--- src/rtl/thread_scheduler_pkg.sv ---
// -----------------------------------------------------------------------------
// thread_scheduler_pkg
//   Shared constants, types and a small helper for the barrel-pipeline thread
//   scheduler and its round-robin arbiter.
//   Contents:
//     N_THREADS_DEF   default hardware thread count
//     TID_W_DEF       thread id width for the default thread count
//     RESET_PC_DEF    PC loaded into every thread on reset
//     EXC_VECTOR_DEF  PC loaded on an exception redirect
//     threadid_t      thread id type (default width)
//     vptr_t          one-bit-per-thread vector type (default width)
//     wrap_inc()      increment modulo n
// -----------------------------------------------------------------------------
package thread_scheduler_pkg;

  localparam int unsigned N_THREADS_DEF  = 8;
  localparam int unsigned TID_W_DEF      = $clog2(N_THREADS_DEF);
  localparam logic [31:0] RESET_PC_DEF   = 32'h0000_1000;
  localparam logic [31:0] EXC_VECTOR_DEF = 32'h0000_2000;

  typedef logic [TID_W_DEF-1:0]     threadid_t;
  typedef logic [N_THREADS_DEF-1:0] vptr_t;

  // Next index after v in a ring of n entries.
  function automatic int unsigned wrap_inc(input int unsigned v, input int unsigned n);
    return ((v + 1) >= n) ? 0 : (v + 1);
  endfunction

endpackage

--- src/rtl/thread_scheduler_rr_arbiter.sv ---
// -----------------------------------------------------------------------------
// rr_arbiter
//   Purely combinational round-robin arbiter. Searches req_i starting at ptr_i
//   and wrapping modulo N; the first requester found is granted. Kept generic
//   so it can be reused for other N-way arbitration points.
//   Ports:
//     req_i        N    request vector (bit i = requester i)
//     ptr_i        IW   search start index (must be < N)
//     gnt_valid_o  1    at least one requester is active
//     gnt_id_o     IW   granted requester (0 when gnt_valid_o is low)
// -----------------------------------------------------------------------------
module rr_arbiter
  import thread_scheduler_pkg::*;
#(
  parameter  int unsigned N  = N_THREADS_DEF,
  localparam int unsigned IW = (N > 1) ? $clog2(N) : 1
) (
  input  logic [N-1:0]  req_i,
  input  logic [IW-1:0] ptr_i,
  output logic          gnt_valid_o,
  output logic [IW-1:0] gnt_id_o
);

  int unsigned idx;

  always_comb begin
    gnt_valid_o = 1'b0;
    gnt_id_o    = '0;
    idx         = 32'(ptr_i);
    for (int unsigned k = 0; k < N; k++) begin
      if (!gnt_valid_o && req_i[IW'(idx)]) begin
        gnt_valid_o = 1'b1;
        gnt_id_o    = IW'(idx);
      end
      idx = wrap_inc(idx, N);
    end
  end

endmodule

--- src/rtl/thread_scheduler.sv ---
// -----------------------------------------------------------------------------
// thread_scheduler
//   Per-thread PC owner and fetch scheduler for the N-thread barrel pipeline.
//   Every cycle one ready (not stalled) thread is offered to stage_if in
//   round-robin order. WB redirects and exceptions rewrite thread PCs and
//   trigger a one-cycle registered flush of the affected thread. Cache/TLB
//   misses stall a thread until its fill returns.
//   Ports:
//     clk, rst               clock, synchronous active-high reset
//     if_ready_i             stage_if accepts the offered fetch
//     fetch_valid_o          a thread is offered for fetch
//     fetch_thread_o         offered thread id
//     fetch_pc_o             PC of the offered thread
//     stall_set_en_i/_thread_i  miss reported for a thread
//     wake_en_i/wake_thread_i   fill returned, thread may resume
//     wb_pc_en_i             one-hot redirect from stage_wb
//     wb_pc_data_i           redirect target
//     exc_en_i/exc_thread_i  exception raised by stage_wb
//     flush_en_o/flush_thread_o  registered squash request
//     pc_o                   all thread PCs, thread 0 in the LSBs
//     stalled_o              stall vector (bit i = thread i)
// -----------------------------------------------------------------------------
module thread_scheduler
  import thread_scheduler_pkg::*;
#(
  parameter  int unsigned N_THREADS  = N_THREADS_DEF,
  parameter  logic [31:0] RESET_PC   = RESET_PC_DEF,
  parameter  logic [31:0] EXC_VECTOR = EXC_VECTOR_DEF,
  localparam int unsigned TID_W      = (N_THREADS > 1) ? $clog2(N_THREADS) : 1
) (
  input  logic                      clk,
  input  logic                      rst,

  input  logic                      if_ready_i,
  output logic                      fetch_valid_o,
  output logic [TID_W-1:0]          fetch_thread_o,
  output logic [31:0]               fetch_pc_o,

  input  logic                      stall_set_en_i,
  input  logic [TID_W-1:0]          stall_set_thread_i,
  input  logic                      wake_en_i,
  input  logic [TID_W-1:0]          wake_thread_i,

  input  logic [N_THREADS-1:0]      wb_pc_en_i,
  input  logic [31:0]               wb_pc_data_i,
  input  logic                      exc_en_i,
  input  logic [TID_W-1:0]          exc_thread_i,

  output logic                      flush_en_o,
  output logic [TID_W-1:0]          flush_thread_o,
  output logic [N_THREADS*32-1:0]   pc_o,
  output logic [N_THREADS-1:0]      stalled_o
);

  logic [31:0]          pc_q [N_THREADS];
  logic [31:0]          pc_d [N_THREADS];
  logic [N_THREADS-1:0] stalled_q, stalled_d;
  logic [TID_W-1:0]     rr_ptr_q, rr_ptr_d;
  logic                 flush_en_q, flush_en_d;
  logic [TID_W-1:0]     flush_thread_q, flush_thread_d;

  logic [N_THREADS-1:0] ready;
  logic                 gnt_valid;
  logic [TID_W-1:0]     gnt_id;
  logic                 accept;

  // ---------------------------------------------------------------------------
  // Selection: purely from registered state, so the offer is stable all cycle.
  // ---------------------------------------------------------------------------
  assign ready = ~stalled_q;

  rr_arbiter #(
    .N (N_THREADS)
  ) u_rr_arbiter (
    .req_i       (ready),
    .ptr_i       (rr_ptr_q),
    .gnt_valid_o (gnt_valid),
    .gnt_id_o    (gnt_id)
  );

  // Registers may still hold pre-reset garbage while rst is asserted, so the
  // offer is masked rather than trusting the stall vector.
  assign fetch_valid_o  = gnt_valid & ~rst;
  assign fetch_thread_o = gnt_id;
  assign fetch_pc_o     = pc_q[gnt_id];
  assign accept         = fetch_valid_o & if_ready_i;

  // ---------------------------------------------------------------------------
  // Next-state logic
  // ---------------------------------------------------------------------------
  always_comb begin
    rr_ptr_d = rr_ptr_q;
    if (accept) begin
      rr_ptr_d = TID_W'(wrap_inc(32'(gnt_id), N_THREADS));
    end

    for (int unsigned i = 0; i < N_THREADS; i++) begin
      pc_d[i]      = pc_q[i];
      stalled_d[i] = stalled_q[i];

      // Exception beats a WB redirect, which beats the sequential +4.
      if (exc_en_i && (exc_thread_i == TID_W'(i))) begin
        pc_d[i] = EXC_VECTOR;
      end else if (wb_pc_en_i[i]) begin
        pc_d[i] = wb_pc_data_i;
      end else if (accept && (gnt_id == TID_W'(i))) begin
        pc_d[i] = pc_q[i] + 32'd4;
      end

      // An exception restarts the thread at the vector, so any outstanding
      // miss is moot. A new miss beats a same-cycle wake: the wake belongs to
      // the older miss.
      if (exc_en_i && (exc_thread_i == TID_W'(i))) begin
        stalled_d[i] = 1'b0;
      end else if (stall_set_en_i && (stall_set_thread_i == TID_W'(i))) begin
        stalled_d[i] = 1'b1;
      end else if (wake_en_i && (wake_thread_i == TID_W'(i))) begin
        stalled_d[i] = 1'b0;
      end
    end
  end

  // Flush target: the excepting thread, else the redirected one. The
  // descending scan leaves the lowest set bit should the one-hot contract
  // ever be broken.
  always_comb begin
    flush_en_d     = 1'b0;
    flush_thread_d = flush_thread_q;
    if (exc_en_i) begin
      flush_en_d     = 1'b1;
      flush_thread_d = exc_thread_i;
    end else if (|wb_pc_en_i) begin
      flush_en_d = 1'b1;
      for (int i = N_THREADS - 1; i >= 0; i--) begin
        if (wb_pc_en_i[i]) begin
          flush_thread_d = TID_W'(i);
        end
      end
    end
  end

  // ---------------------------------------------------------------------------
  // State registers
  // ---------------------------------------------------------------------------
  always_ff @(posedge clk) begin
    if (rst) begin
      for (int unsigned i = 0; i < N_THREADS; i++) begin
        pc_q[i] <= RESET_PC;
      end
      stalled_q      <= '0;
      rr_ptr_q       <= '0;
      flush_en_q     <= 1'b0;
      flush_thread_q <= '0;
    end else begin
      for (int unsigned i = 0; i < N_THREADS; i++) begin
        pc_q[i] <= pc_d[i];
      end
      stalled_q      <= stalled_d;
      rr_ptr_q       <= rr_ptr_d;
      flush_en_q     <= flush_en_d;
      flush_thread_q <= flush_thread_d;
    end
  end

  // ---------------------------------------------------------------------------
  // Outputs
  // ---------------------------------------------------------------------------
  for (genvar g = 0; g < N_THREADS; g++) begin : g_pc_out
    assign pc_o[g*32 +: 32] = pc_q[g];
  end

  assign stalled_o      = stalled_q;
  assign flush_en_o     = flush_en_q;
  assign flush_thread_o = flush_thread_q;

  // stage_wb redirects at most one thread per cycle.
  a_wb_onehot : assert property (@(posedge clk) disable iff (rst) $onehot0(wb_pc_en_i));

endmodule

--- config.mk ---
export PLATFORM = sky130hd
export DESIGN_NAME = thread_scheduler
export DESIGN_NICKNAME = d
export VERILOG_FILES = /design/src/rtl/thread_scheduler_pkg.sv /design/src/rtl/thread_scheduler_rr_arbiter.sv /design/src/rtl/thread_scheduler.sv
export SDC_FILE = /design/constraint.sdc
export NUM_CORES = 1
export LEC_CHECK = 0
export BUFFER_PORTS_ARGS = -buffer_cell sky130_fd_sc_hd__buf_2
export CORE_UTILIZATION = 35
export CTS_BUF_LIST = sky130_fd_sc_hd__clkbuf_8 sky130_fd_sc_hd__clkbuf_16
export DETAILED_ROUTE_END_ITERATION = 16
export GPL_TIMING_DRIVEN = 0
export HOLD_SLACK_MARGIN = 0.12
export SLEW_MARGIN = 20
export SYNTH_ARGS = -nofsm -noshare
export SYNTH_HDL_FRONTEND = slang
export SYNTH_SLANG_ARGS = --single-unit
--- constraint.sdc ---
create_clock -name clk -period 15.1 [get_ports clk]
set_input_delay 0 -clock clk [delete_from_list [all_inputs] [get_ports clk]]
set_output_delay 0 -clock clk [all_outputs]
set_load 0.02 [all_outputs]
==> insert_results.sql, run 1 <==
INSERT INTO impl_metrics (metric_group, metric, value, unit) VALUES
('outcome', 'run_status', 'finished clean', ''),
('placed_design', 'dp_hpwl', '85090', 'microns'),
('sta', 'fin_crit_sh', '55.52', '%'),
('sta', 'postLayoutSetupSlackWorst', '6.716', 'ns'),
('logic_synthesis', 'library_cell_with_the_highest_instance_count_after_synthesis', 'sky130_fd_sc_hd__dfxtp_1', ''),
('setup_path', 'crit_path_end_kind', 'flip-flop', ''),
('logic_synthesis', 'synthesis.area', '0.01811', 'sq mm'),
('routing', 'route.vias.total', '22840', ''),
('run', 'max-cap-violations', '0', ''),
('setup_path', 'critical_path_class', 'flip-flop to flip-flop', ''),
('logic_synthesis', 'synth_nets', '2452', ''),
('routing', 'wl', '112900', 'microns'),
('setup_path', 'crit_required', '15.52', 'ns'),
('placed_design', 'place_congestion', '1.055', ''),
('pwr', 'worst_ir_drop_vdd', '0.06263', 'mV'),
('clock_network', 'clock_tree_from_tritoncts', 'yes', ''),
('setup_path', 'setup.worst_path.start_class', 'flip-flop', ''),
('clock_network', 'cts-root-buf', 'sky130_fd_sc_hd__clkbuf_16', ''),
('layout', 'area_growth_syn_to_layout', '24.29', '%'),
('sta', 'timing.setup.tns', '0', 'ns'),
('global_routing', 'grt_max_degree', '13', ''),
('global_routing', 'global_route.overflow_total', '0', ''),
('sta', 'slew_headroom', '14.92', '%'),
('global_routing', 'via_count_of_the_first_global_routing_pass', '20690', ''),
('logic_synthesis', 'post_synth_main_area_contributors', 'sky130_fd_sc_hd__dfxtp_1, sky130_fd_sc_hd__o21ai_0, sky130_fd_sc_hd__and3_1', ''),
('logic_synthesis', 'ys_warn_count', '0', ''),
('clock_network', 'path_clk_slew', '0.06', 'ns'),
('logic_synthesis', 'synth_seq_cells', '271', ''),
('sta', 'tightest_slew', '1.268', 'ns'),
('clock_network', 'cts_max_level', '2', ''),
('logic_synthesis', 'postSynthCellCount', '2376', ''),
('layout', 'final_cell_count_no_fill', '3525', ''),
('logic_synthesis', 'synthTopCellsByCount', 'sky130_fd_sc_hd__dfxtp_1, sky130_fd_sc_hd__o21ai_0, sky130_fd_sc_hd__a21oi_1', ''),
('floorplanning', 'coreArea', '0.05058', 'sq mm'),
('logic_synthesis', 'ys_async_sr_fraction', '0', '%'),
('logic_synthesis', 'synth_top_cell_by_area', 'sky130_fd_sc_hd__dfxtp_1', ''),
('sta', 'timing.final.hold_violations', '0', ''),
('logic_synthesis', 'synth_seq_area_share', '29.96', '%'),
('sta', 'fmax', '119.3', 'MHz'),
('floorplanning', 'die_w', '229.5', 'microns'),
('routing', 'remaining_drc_errors', '0', ''),
('placed_design', 'port_buffers', '346', ''),
('pwr', 'power.static_leakage', '8.822', 'nW'),
('logic_synthesis', 'synth.lib_cells_used.distinct', '84', ''),
('logic_synthesis', 'synth-main-ff-cell', 'sky130_fd_sc_hd__dfxtp_1', ''),
('logic_synthesis', 'synth_area_per_cell', '7.621', 'sq um'),
('clock_network', 'clk_latency', '0.57', 'ns'),
('clock_network', 'cts_max_path_buffers', '3', ''),
('pwr', 'p_per_area', '113.1', 'mW/mm^2'),
('floorplanning', 'boundaryPins', '359', ''),
('routing', 'drtPass1Iterations', '6', ''),
('global_routing', 'first_pass_grt_wire_length', '156000', 'microns'),
('routing', 'drt-vias-per-instance', '6.479', ''),
('placed_design', 'numPlacedInstances', '3394', ''),
('floorplanning', 'initial_core_util', '35.80', '%'),
('global_routing', 'global_route.usage.total', '41.23', '%'),
('setup_path', 'cp_data_arrival_time', '8.80', 'ns'),
('global_routing', 'grt_antenna_before_repair', '11', ''),
('sta', 'timing_max_transition_violations_final', '0', ''),
('layout', 'layout.nets', '2902', ''),
('routing', 'drtAntennaViolNets', '0', ''),
('sta', 'report.final.setup_viol', '0', ''),
('layout', 'post-route-util', '44.50', '%'),
('logic_synthesis', 'area_fraction_of_the_dominant_cell_type_after_synthesis', '29.96', '%'),
('routing', 'drt_iter0_drc', '3408', ''),
('floorplanning', 'die_height', '229.5', 'microns'),
('clock_network', 'cts.sinks', '271', ''),
('placed_design', 'preCtsSetupSlack', '7.103', 'ns'),
('layout', 'nFillCells', '5204', ''),
('clock_network', 'cts_made_buffers', '35', ''),
('sta', 'period_minus_slack', '8.384', 'ns'),
('floorplanning', 'die_area', '0.05265', 'sq mm'),
('sta', 'grt_setup_unrepaired', 'no', ''),
('min_path', 'hold_path.class', 'input pin to flip-flop', ''),
('floorplanning', 'floorplan.rows', '82', ''),
('pwr', 'p_total', '2.546', 'mW'),
('layout', 'drive_gt1_share', '16.81', '%'),
('routing', 'drt-wirelength-per-cell', '32.04', 'microns'),
('clock_network', 'cts_resized', '0', ''),
('sta', 'worst_clock_skew', '0.03116', 'ns'),
('logic_synthesis', 'synth_enable_flop_cells', '0', ''),
('setup_path', 'critPathMaxFanout', '11', '');
## per-layer routing
layer  vias up  global-route usage (%)  share of wire [%]
li1       9709                       -                  -
met1     11000                   55.36                 39
met2      1772                   59.21                 41
met3       351                   9.387                 13
met4         2                   25.79                7.3
met5         -                       0              0.011
## cell usage in the layout, fill, tap and decap left out, drive strengths merged, types with 4 or more instances in the layout
cell	instances
nand2b	12
a211oi	159
mux2	9
nand4	76
xor2	71
diode	4
dfxtp	271
and4	14
nand3	82
o31a	4
a21boi	5
nor3	78
clkbuf	196
and3	189
ha	21
nor4	79
a21oi	208
nor3b	9
a21o	5
xnor2	130
o21ai	244
clkinv	7
mux2i	45
and2	21
o2111ai	4
a31oi	31
o31ai	18
nor4b	5
nand2	140
dlygate4sd3	67
inv	51
or3	24
o211a	6
nor2	108
buf	402
nor2b	11
## cells by family after synthesis
| group | synth area share (%) |
|---|---|
| xor+xnor | 9.722 |
| compound gates | 24.01 |
| flops | 29.96 |
| fa+ha+maj | 1.451 |
| buf+inv | 5.749 |
| simple gates | 25.61 |
| mux | 3.503 |
## report_power, final
part	internal, mW	total (mW)	switching (mW)
logic	0.240	0.812	0.573
registers	0.767	0.868	0.101
clock network	0.501	0.866	0.365
## what timing repair did
action | 4_1_cts | 5_1_grt
setup buffers | 0 | 0
hold endpoints to repair | 260 | 0
hold buffers | 67 | 0
## through the flow
stage | hold slack (ns) | area (sq um)
after CTS | 0.1632 | 22490
after global routing | 0.2039 | 22500
after global placement | 0.3000 | 20680
final | 0.2420 | 22510
after floorplan | 0.1407 | 18110
after detailed placement | 0.3097 | 20680
## worst paths after layout
path	start	to	slack [ns]	cells after the start
min	exc_thread_i[0]	pc_q[3][13]$_SDFFE_PP0P_	0.24	3
max reg2reg	rr_ptr_q[0]$_SDFFE_PP0P_	pc_q[0][21]$_SDFFE_PP0P_	6.72	25
max	rr_ptr_q[0]$_SDFFE_PP0P_	pc_q[0][21]$_SDFFE_PP0P_	6.72	25
min reg2reg	flush_thread_o[1]$_SDFFE_PP0P_	flush_thread_o[1]$_SDFFE_PP0P_	0.49	2
## layout make-up
cell class | instances | area (sq um) | area share [%]
sequential | 271 | 5425 | 24.10
clock buffer | 43 | 997.2 | 4.430
tap | 672 | 840.8 | 3.736
buffer | 209 | 869.6 | 3.863
clock inverter | 17 | 143.9 | 0.6393
timing repair buffer | 413 | 2402 | 10.67
inverter | 45 | 171.4 | 0.7616
antenna | 4 | 10.01 | 0.04447
multi-input combinational | 1851 | 11650 | 51.75
## sequential cells by signal (all words and copies together), names as in the netlist
name / count
flush_en_o: 1
flush_thread_o: 3
pc_q: 256
rr_ptr_q: 3
stalled_o: 8
## worst max-delay path, stage by stage (launching register included)
cell and delay, ns:
sky130_fd_sc_hd__dfxtp_1 0.41, sky130_fd_sc_hd__buf_2 0.23, sky130_fd_sc_hd__inv_1 0.23, sky130_fd_sc_hd__ha_1 0.48, sky130_fd_sc_hd__nor2b_1 0.58, sky130_fd_sc_hd__a2111oi_4 0.11, sky130_fd_sc_hd__a221o_1 0.36, sky130_fd_sc_hd__a21oi_1 0.27
sky130_fd_sc_hd__and2_1 0.20, sky130_fd_sc_hd__buf_6 0.13, sky130_fd_sc_hd__mux2_4 0.31, sky130_fd_sc_hd__nor3_1 0.35, sky130_fd_sc_hd__o31ai_1 0.13, sky130_fd_sc_hd__a311oi_1 0.54, sky130_fd_sc_hd__nand2_1 0.27, sky130_fd_sc_hd__inv_1 0.18
sky130_fd_sc_hd__clkbuf_1 0.76, sky130_fd_sc_hd__ha_1 0.43, sky130_fd_sc_hd__clkbuf_1 0.52, sky130_fd_sc_hd__nand3_1 0.15, sky130_fd_sc_hd__nor3_1 0.37, sky130_fd_sc_hd__nand4_1 0.19, sky130_fd_sc_hd__clkbuf_1 0.36, sky130_fd_sc_hd__nor4b_1 0.44
sky130_fd_sc_hd__xnor2_1 0.17, sky130_fd_sc_hd__a21oi_1 0.08
(Power assumes the default switching activity.)
==> run 2, diff against run 1 <==
- clock period: 15.1 -> 8.1 ns (I/O delays scaled with it)
==> run 2 against run 1 <==
Worst hold slack got worse by 0.0081 ns. Cell count about the same. Die area is the same. Count of clock-buffer cells in the layout did not move. Register-to-register slack worse by 6.4 ns. Highest routed layer unchanged. Clock power rose by 86%. Global-route usage is the same. Sequential share of layout area barely moved. Final area is essentially flat. Via count decreased by 0.35%. First-iteration DRC count decreased by 0.62%. Sequential cell count is the same.
==> insert_results.sql, run 2 (same netlist as run 1, synthesis figures left out) <==
INSERT INTO impl_metrics (metric_group, metric, value, unit) VALUES
('pwr', 'p_per_area', '211.1', 'mW/mm^2'),
('floorplanning', 'coreArea', '0.05058', 'sq mm'),
('sta', 'worst_clock_skew', '0.02912', 'ns'),
('sta', 'fmax', '127.6', 'MHz'),
('clock_network', 'cts-root-buf', 'sky130_fd_sc_hd__clkbuf_16', ''),
('clock_network', 'clock_tree_from_tritoncts', 'yes', ''),
('layout', 'mostFrequentLayoutCells', 'sky130_fd_sc_hd__buf_2, sky130_fd_sc_hd__dfxtp_1, sky130_fd_sc_hd__o21ai_0', ''),
('global_routing', 'grt_antenna_before_repair', '11', ''),
('global_routing', 'first_pass_grt_wire_length', '156000', 'microns'),
('clock_network', 'cts.sinks', '271', ''),
('routing', 'route.vias.total', '22760', ''),
('sta', 'whs', '0.2339', 'ns'),
('setup_path', 'timing.critical_path.cells', 'buf_2 > inv_1 > ha_1 > nor2b_2 > a2111oi_4 > a221o_1 > a21oi_1 > and2_1 > buf_6 > mux2_4 > nor3_1 > o31ai_1 > a311oi_1 > clkbuf_1 > clkbuf_1 > a21boi_0 > a211oi_1 > nor4_1 > buf_2', ''),
('sta', 'period_minus_slack', '7.835', 'ns'),
('layout', 'register_name_with_the_most_flops', 'pc_q', ''),
('clock_network', 'path_clk_slew', '0.06', 'ns'),
('placed_design', 'detailed_place.area', '0.02068', 'sq mm'),
('floorplanning', 'initial_core_util', '35.80', '%'),
('setup_path', 'crit_path_end_kind', 'primary output', ''),
('placed_design', 'preCtsSetupSlack', '0.1033', 'ns'),
('setup_path', 'critPathSlowestCell', 'sky130_fd_sc_hd__a211oi_1', ''),
('clock_network', 'cts_max_path_buffers', '3', ''),
('clock_network', 'clk_latency', '0.57', 'ns'),
('setup_path', 'crit_required', '8.10', 'ns'),
('placed_design', 'dp_hpwl', '85090', 'microns'),
('routing', 'drt-vias-per-instance', '6.462', ''),
('clock_network', 'cts_made_buffers', '35', ''),
('sta', 'tightest_slew', '1.331', 'ns'),
('sta', 'postLayoutSetupSlackWorst', '0.2649', 'ns'),
('sta', 'slew_headroom', '10.72', '%'),
('placed_design', 'port_buffers', '346', ''),
('setup_path', 'critical-path-max-stage-delay', '0.97', 'ns'),
('setup_path', 'cp_data_arrival_time', '7.84', 'ns'),
('routing', 'drtPass1Iterations', '6', ''),
('clock_network', 'cts_max_level', '2', ''),
('sta', 'grt_setup_unrepaired', 'no', ''),
('layout', 'final_cell_area', '0.02251', 'sq mm'),
('floorplanning', 'die_w', '229.5', 'microns'),
('layout', 'largest_register_ff_count', '256', ''),
('pwr', 'power.static_leakage', '8.830', 'nW'),
('global_routing', 'global_route.usage.total', '41.23', '%'),
('layout', 'area_growth_syn_to_layout', '24.33', '%'),
('layout', 'drive_gt1_share', '16.92', '%'),
('sta', 'timing_max_transition_violations_final', '0', ''),
('routing', 'wl', '112900', 'microns'),
('sta', 'fin_crit_sh', '96.73', '%'),
('run', 'max-cap-violations', '0', ''),
('layout', 'layout.nets', '2902', ''),
('setup_path', 'setup.worst_path.start_class', 'flip-flop', ''),
('floorplanning', 'floorplan.rows', '82', ''),
('pwr', 'worst_ir_drop_vdd', '0.1160', 'mV'),
('outcome', 'run_status', 'finished clean', ''),
('routing', 'drt_iter0_drc', '3387', ''),
('placed_design', 'place_congestion', '1.055', ''),
('floorplanning', 'boundaryPins', '359', ''),
('sta', 'timing.setup.tns', '0', 'ns'),
('floorplanning', 'die_height', '229.5', 'microns'),
('global_routing', 'grt_max_degree', '13', ''),
('routing', 'drtAntennaViolNets', '0', ''),
('setup_path', 'critical_path_class', 'flip-flop to primary output', ''),
('clock_network', 'post_cts.repair.setup_buffers', '0', ''),
('global_routing', 'via_count_of_the_first_global_routing_pass', '20690', ''),
('layout', 'mostFrequentLayoutCell', 'sky130_fd_sc_hd__buf_2', ''),
('routing', 'remaining_drc_errors', '0', ''),
('sta', 'report.final.setup_viol', '0', ''),
('setup_path', 'crit_buf_inv', '6', ''),
('sta', 'timing.final.hold_violations', '0', ''),
('routing', 'drt-wirelength-per-cell', '32.06', 'microns'),
('global_routing', 'global_route.overflow_total', '0', ''),
('setup_path', 'timing.critical_path.max_delay_family', 'compound AO/OA/AOI/OAI gates', ''),
('setup_path', 'critPathMaxFanout', '10', ''),
('floorplanning', 'die_area', '0.05265', 'sq mm'),
('min_path', 'hold_path.class', 'input pin to flip-flop', '');
==> run 2: cell type report <==
type,count,area (sq um)
Fill cell,5201,28070
Multi-Input combinational cell,1851,11660
Sequential cell,271,5425
Timing Repair Buffer,413,2402
Clock buffer,43,997.2
Buffer,209,872.1
Tap cell,672,840.8
Inverter,45,171.4
Clock inverter,17,143.9
Antenna cell,1,2.502
==> run 2: what timing repair did <==
item                       4_1_cts  5_1_grt
hold buffers                    67        0
setup endpoints to repair        0       48
hold endpoints to repair       260        0
gates resized for setup          0        7
==> run 2: worst paths after layout <==
| kind | startpoint | end | slack [ns] | cells past startpoint |
|---|---|---|---|---|
| worst min register to register | flush_thread_o[1]$_SDFFE_PP0P_ | flush_thread_o[1]$_SDFFE_PP0P_ | 0.49 | 2 |
| worst max-delay path | rr_ptr_q[0]$_SDFFE_PP0P_ | fetch_pc_o[27] | 0.26 | 19 |
| worst max register to register | rr_ptr_q[0]$_SDFFE_PP0P_ | pc_q[1][13]$_SDFFE_PP0P_ | 0.36 | 23 |
| worst min-delay path | exc_thread_i[0] | pc_q[3][13]$_SDFFE_PP0P_ | 0.23 | 3 |
==> run 2: power by group <==
part,internal (mW),switching [mW]
registers,1.43,0.189
clock network,0.934,0.679
logic,0.449,1.07
total,2.81,1.94
==> run 2: metrics by stage <==
stage | power [mW] | std cells | utilization [%]
6_report | 4.752 | 3522 | 44.51
5_1_grt | 4.838 | 3521 | 44.51
2_1_floorplan | 2.394 | 2376 | -
3_5_place_dp | 3.063 | 3394 | 40.89
3_3_place_gp | 3.056 | 3394 | 40.89
4_1_cts | 4.677 | 3521 | 44.47
==> run 2: metal layers <==
metal  vias to the layer above  global-route usage (%)  share of wire (%)
met1                     10950                   55.36                 39
li1                       9708                       -                  -
met3                       356                   9.387                 13
met5                         -                       0              0.011
met2                      1739                   59.21                 41
met4                         2                   25.79                7.4
==> run 2: worst register-to-register path, cell delays in order, from the launching register on <==
cell and delay (ns):
sky130_fd_sc_hd__dfxtp_1 0.41, sky130_fd_sc_hd__buf_2 0.24, sky130_fd_sc_hd__inv_1 0.23, sky130_fd_sc_hd__ha_1 0.47, sky130_fd_sc_hd__clkbuf_1 0.39, sky130_fd_sc_hd__clkbuf_1 0.55, sky130_fd_sc_hd__mux4_2 0.43, sky130_fd_sc_hd__mux2i_1 0.14
sky130_fd_sc_hd__nor2b_1 0.45, sky130_fd_sc_hd__nand2_1 0.29, sky130_fd_sc_hd__a211oi_4 0.47, sky130_fd_sc_hd__nand3_1 0.21, sky130_fd_sc_hd__nand2_1 0.23, sky130_fd_sc_hd__buf_2 0.35, sky130_fd_sc_hd__buf_2 0.45, sky130_fd_sc_hd__ha_1 0.25
sky130_fd_sc_hd__clkbuf_2 0.29, sky130_fd_sc_hd__and3_1 0.21, sky130_fd_sc_hd__clkbuf_1 0.25, sky130_fd_sc_hd__and2_1 0.17, sky130_fd_sc_hd__clkbuf_1 0.36, sky130_fd_sc_hd__nor4bb_1 0.45, sky130_fd_sc_hd__mux2i_1 0.23, sky130_fd_sc_hd__o311a_1 0.17
==> run 3, diff against run 2 <==
==> constraint.sdc (replaced) <==
create_clock -name clk -period 8.1 [get_ports clk]
set_input_delay 1.62 -clock clk [delete_from_list [all_inputs] [get_ports clk]]
set_output_delay 1.62 -clock clk [all_outputs]
set_load 0.02 [all_outputs]
==> run 3 against run 2 <==
The flow now finishes with violations (setup timing). Die area stayed put. Power increased by 1.5%. Global-route usage fell by 0.17 points.
==> insert_results.sql, run 3 (same netlist as run 1, synthesis figures left out) <==
INSERT INTO impl_metrics (metric_group, metric, value, unit) VALUES
('outcome', 'run_status', 'finished, violations left', ''),
('outcome', 'violations', 'setup timing', ''),
('layout', 'drive_gt1_share', '20.99', '%'),
('clock_network', 'cts_hold_buf', '0', ''),
('sta', 'postLayoutSetupSlackWorst', '-0.06241', 'ns'),
('sta', 'timing.setup.tns', '-0.07346', 'ns'),
('routing', 'drt-vias-per-instance', '6.555', ''),
('global_routing', 'grt_antenna_before_repair', '11', ''),
('setup_path', 'crit_path_end_kind', 'primary output', ''),
('layout', 'largest_register_ff_count', '256', ''),
('routing', 'wl', '112800', 'microns'),
('placed_design', 'dp_hpwl', '85090', 'microns'),
('setup_path', 'cp_data_arrival_time', '6.54', 'ns'),
('global_routing', 'global_route.usage.total', '41.06', '%'),
('layout', 'register_name_with_the_most_flops', 'pc_q', ''),
('layout', 'post-route-util', '44.47', '%'),
('floorplanning', 'coreArea', '0.05058', 'sq mm'),
('layout', 'mostFrequentLayoutCell', 'sky130_fd_sc_hd__buf_2', ''),
('sta', 'grt_setup_unrepaired', 'yes', ''),
('sta', 'tightest_slew', '1.321', 'ns'),
('global_routing', 'grt_max_degree', '13', ''),
('clock_network', 'clk_latency', '0.57', 'ns'),
('layout', 'layout.nets', '2840', ''),
('floorplanning', 'die_area', '0.05265', 'sq mm'),
('setup_path', 'r2r.worst_path.cells', '24', ''),
('layout', 'area_growth_syn_to_layout', '24.22', '%'),
('floorplanning', 'die_height', '229.5', 'microns'),
('floorplanning', 'boundaryPins', '359', ''),
('sta', 'fin_crit_sh', '100.8', '%'),
('sta', 'timing_max_transition_violations_final', '0', ''),
('sta', 'worst_clock_skew', '0.02740', 'ns'),
('floorplanning', 'die_w', '229.5', 'microns'),
('placed_design', 'port_buffers', '346', ''),
('run', 'max-cap-violations', '0', ''),
('sta', 'timing.final.hold_violations', '0', ''),
('layout', 'final_cell_count_no_fill', '3465', ''),
('setup_path', 'setup.worst_path.start_class', 'flip-flop', ''),
('layout', 'nFillCells', '5184', ''),
('sta', 'period_minus_slack', '8.162', 'ns'),
('clock_network', 'clock_tree_from_tritoncts', 'yes', ''),
('clock_network', 'cts_made_buffers', '35', ''),
('placed_design', 'place_congestion', '1.055', ''),
('layout', 'mostFrequentLayoutCells', 'sky130_fd_sc_hd__buf_2, sky130_fd_sc_hd__dfxtp_1, sky130_fd_sc_hd__o21ai_0', ''),
('routing', 'remaining_drc_errors', '0', ''),
('setup_path', 'crit_required', '6.48', 'ns'),
('pwr', 'p_total', '4.826', 'mW'),
('setup_path', 'critical_path_class', 'flip-flop to primary output', ''),
('sta', 'whs', '0.4914', 'ns'),
('min_path', 'hold_path.class', 'flip-flop to flip-flop', ''),
('global_routing', 'via_count_of_the_first_global_routing_pass', '20420', ''),
('routing', 'drt_iter0_drc', '3707', ''),
('clock_network', 'cts-root-buf', 'sky130_fd_sc_hd__clkbuf_16', ''),
('setup_path', 'rr_startpoint', 'rr_ptr_q[0]$_SDFFE_PP0P_', ''),
('sta', 'report.final.setup_viol', '2', ''),
('global_routing', 'first_pass_grt_wire_length', '155200', 'microns'),
('clock_network', 'path_clk_slew', '0.06', 'ns'),
('setup_path', 'rr_endpoint', 'pc_q[0][21]$_SDFFE_PP0P_', ''),
('floorplanning', 'initial_core_util', '35.80', '%'),
('min_path', 'holdCritStartpoint', 'flush_thread_o[1]$_SDFFE_PP0P_', ''),
('routing', 'drtPass1Iterations', '6', ''),
('setup_path', 'rrSetupSlack', '0.81', 'ns'),
('global_routing', 'global_route.overflow_total', '0', ''),
('sta', 'slew_headroom', '11.93', '%'),
('clock_network', 'cts_max_path_buffers', '3', ''),
('routing', 'drt-wirelength-per-cell', '32.55', 'microns'),
('pwr', 'power.static_leakage', '8.745', 'nW'),
('routing', 'route.vias.total', '22710', ''),
('sta', 'fmax', '122.5', 'MHz'),
('placed_design', 'numPlacedInstances', '3394', ''),
('floorplanning', 'floorplan.rows', '82', ''),
('min_path', 'whs_path_depth', '2', ''),
('setup_path', 'critPathMaxFanout', '10', ''),
('clock_network', 'cts.sinks', '271', ''),
('routing', 'drtAntennaViolNets', '0', ''),
('pwr', 'worst_ir_drop_vdd', '0.1167', 'mV'),
('pwr', 'p_per_area', '214.5', 'mW/mm^2'),
('min_path', 'worstHoldEndpoint', 'flush_thread_o[1]$_SDFFE_PP0P_', ''),
('clock_network', 'cts_max_level', '2', '');
[run 3: what timing repair did]
item,in CTS,in global routing
setup buffers,0,5
cloned,0,0
gates resized for setup,78,64
endpoints found under the setup margin,32,32
pin swaps,3,4
[run 3: worst max path at each step]
stage | start | endpoint | slack [ns] | cells past startpoint
after CTS | rr_ptr_q[0]$_SDFFE_PP0P_ | fetch_pc_o[5] | -0.16 | 19
after detailed placement | rr_ptr_q[0]$_SDFFE_PP0P_ | fetch_pc_o[25] | -0.40 | 19
after global placement | rr_ptr_q[0]$_SDFFE_PP0P_ | fetch_pc_o[25] | -0.34 | 19
final | rr_ptr_q[0]$_SDFFE_PP0P_ | fetch_pc_o[17] | -0.06 | 19
after global routing | rr_ptr_q[0]$_SDFFE_PP0P_ | fetch_pc_o[22] | -0.12 | 19
after floorplan | rr_ptr_q[0]$_SDFFE_PP0P_ | fetch_pc_o[4] | 1.62 | 18
[run 3: stage by stage]
step                setup slack, ns  instance area (sq um)
floorplan                     1.622                  18110
global placement            -0.3392                  20680
detailed placement          -0.4026                  20680
CTS                         -0.1597                  22200
global route                -0.1226                  22480
finish                     -0.06241                  22490
[run 3: area by class of cell]
cell class	count	area [sq um]	area share, %
diodes	6	15.01	0.06675
plain buffers	209	914.6	4.066
clock buffers	43	997.2	4.433
clock inverters	17	143.9	0.6397
inverters	45	171.4	0.7620
multi-input cells	1851	12220	54.31
flip-flops and latches	271	5425	24.12
well taps	672	840.8	3.738
repair buffers	351	1769	7.865
[run 3: power breakdown]
part	total (mW)	switching, mW	internal (mW)
Sequential	1.62	0.193	1.43
Combinational	1.59	1.11	0.474
Clock	1.62	0.681	0.934
[run 3: worst max-delay path, cell delays in order, from the launching register on]
cell and delay, ns:
sky130_fd_sc_hd__dfxtp_1 0.41, sky130_fd_sc_hd__buf_2 0.25, sky130_fd_sc_hd__inv_1 0.24, sky130_fd_sc_hd__ha_2 0.46, sky130_fd_sc_hd__nor2b_4 0.28, sky130_fd_sc_hd__a2111oi_4 0.08, sky130_fd_sc_hd__a221o_1 0.34, sky130_fd_sc_hd__a21oi_1 0.28
sky130_fd_sc_hd__and2_1 0.20, sky130_fd_sc_hd__buf_6 0.13, sky130_fd_sc_hd__mux2_4 0.31, sky130_fd_sc_hd__or3_1 0.44, sky130_fd_sc_hd__a211o_1 0.31, sky130_fd_sc_hd__buf_2 0.25, sky130_fd_sc_hd__o31ai_1 0.31, sky130_fd_sc_hd__o21ai_1 0.23
sky130_fd_sc_hd__clkbuf_2 0.36, sky130_fd_sc_hd__a211oi_2 0.65, sky130_fd_sc_hd__nor4_1 0.22, sky130_fd_sc_hd__buf_2 0.21
[run 3: layer usage]
metal / global-route usage [%] / wire length, microns / vias to the layer above
li1: - / - / 9577
met1: 55.84 / 44260 / 11010
met2: 59.25 / 46700 / 1812
met3: 8.703 / 14400 / 313
met4: 24.17 / 7396 / 2
met5: 0 / 13 / -
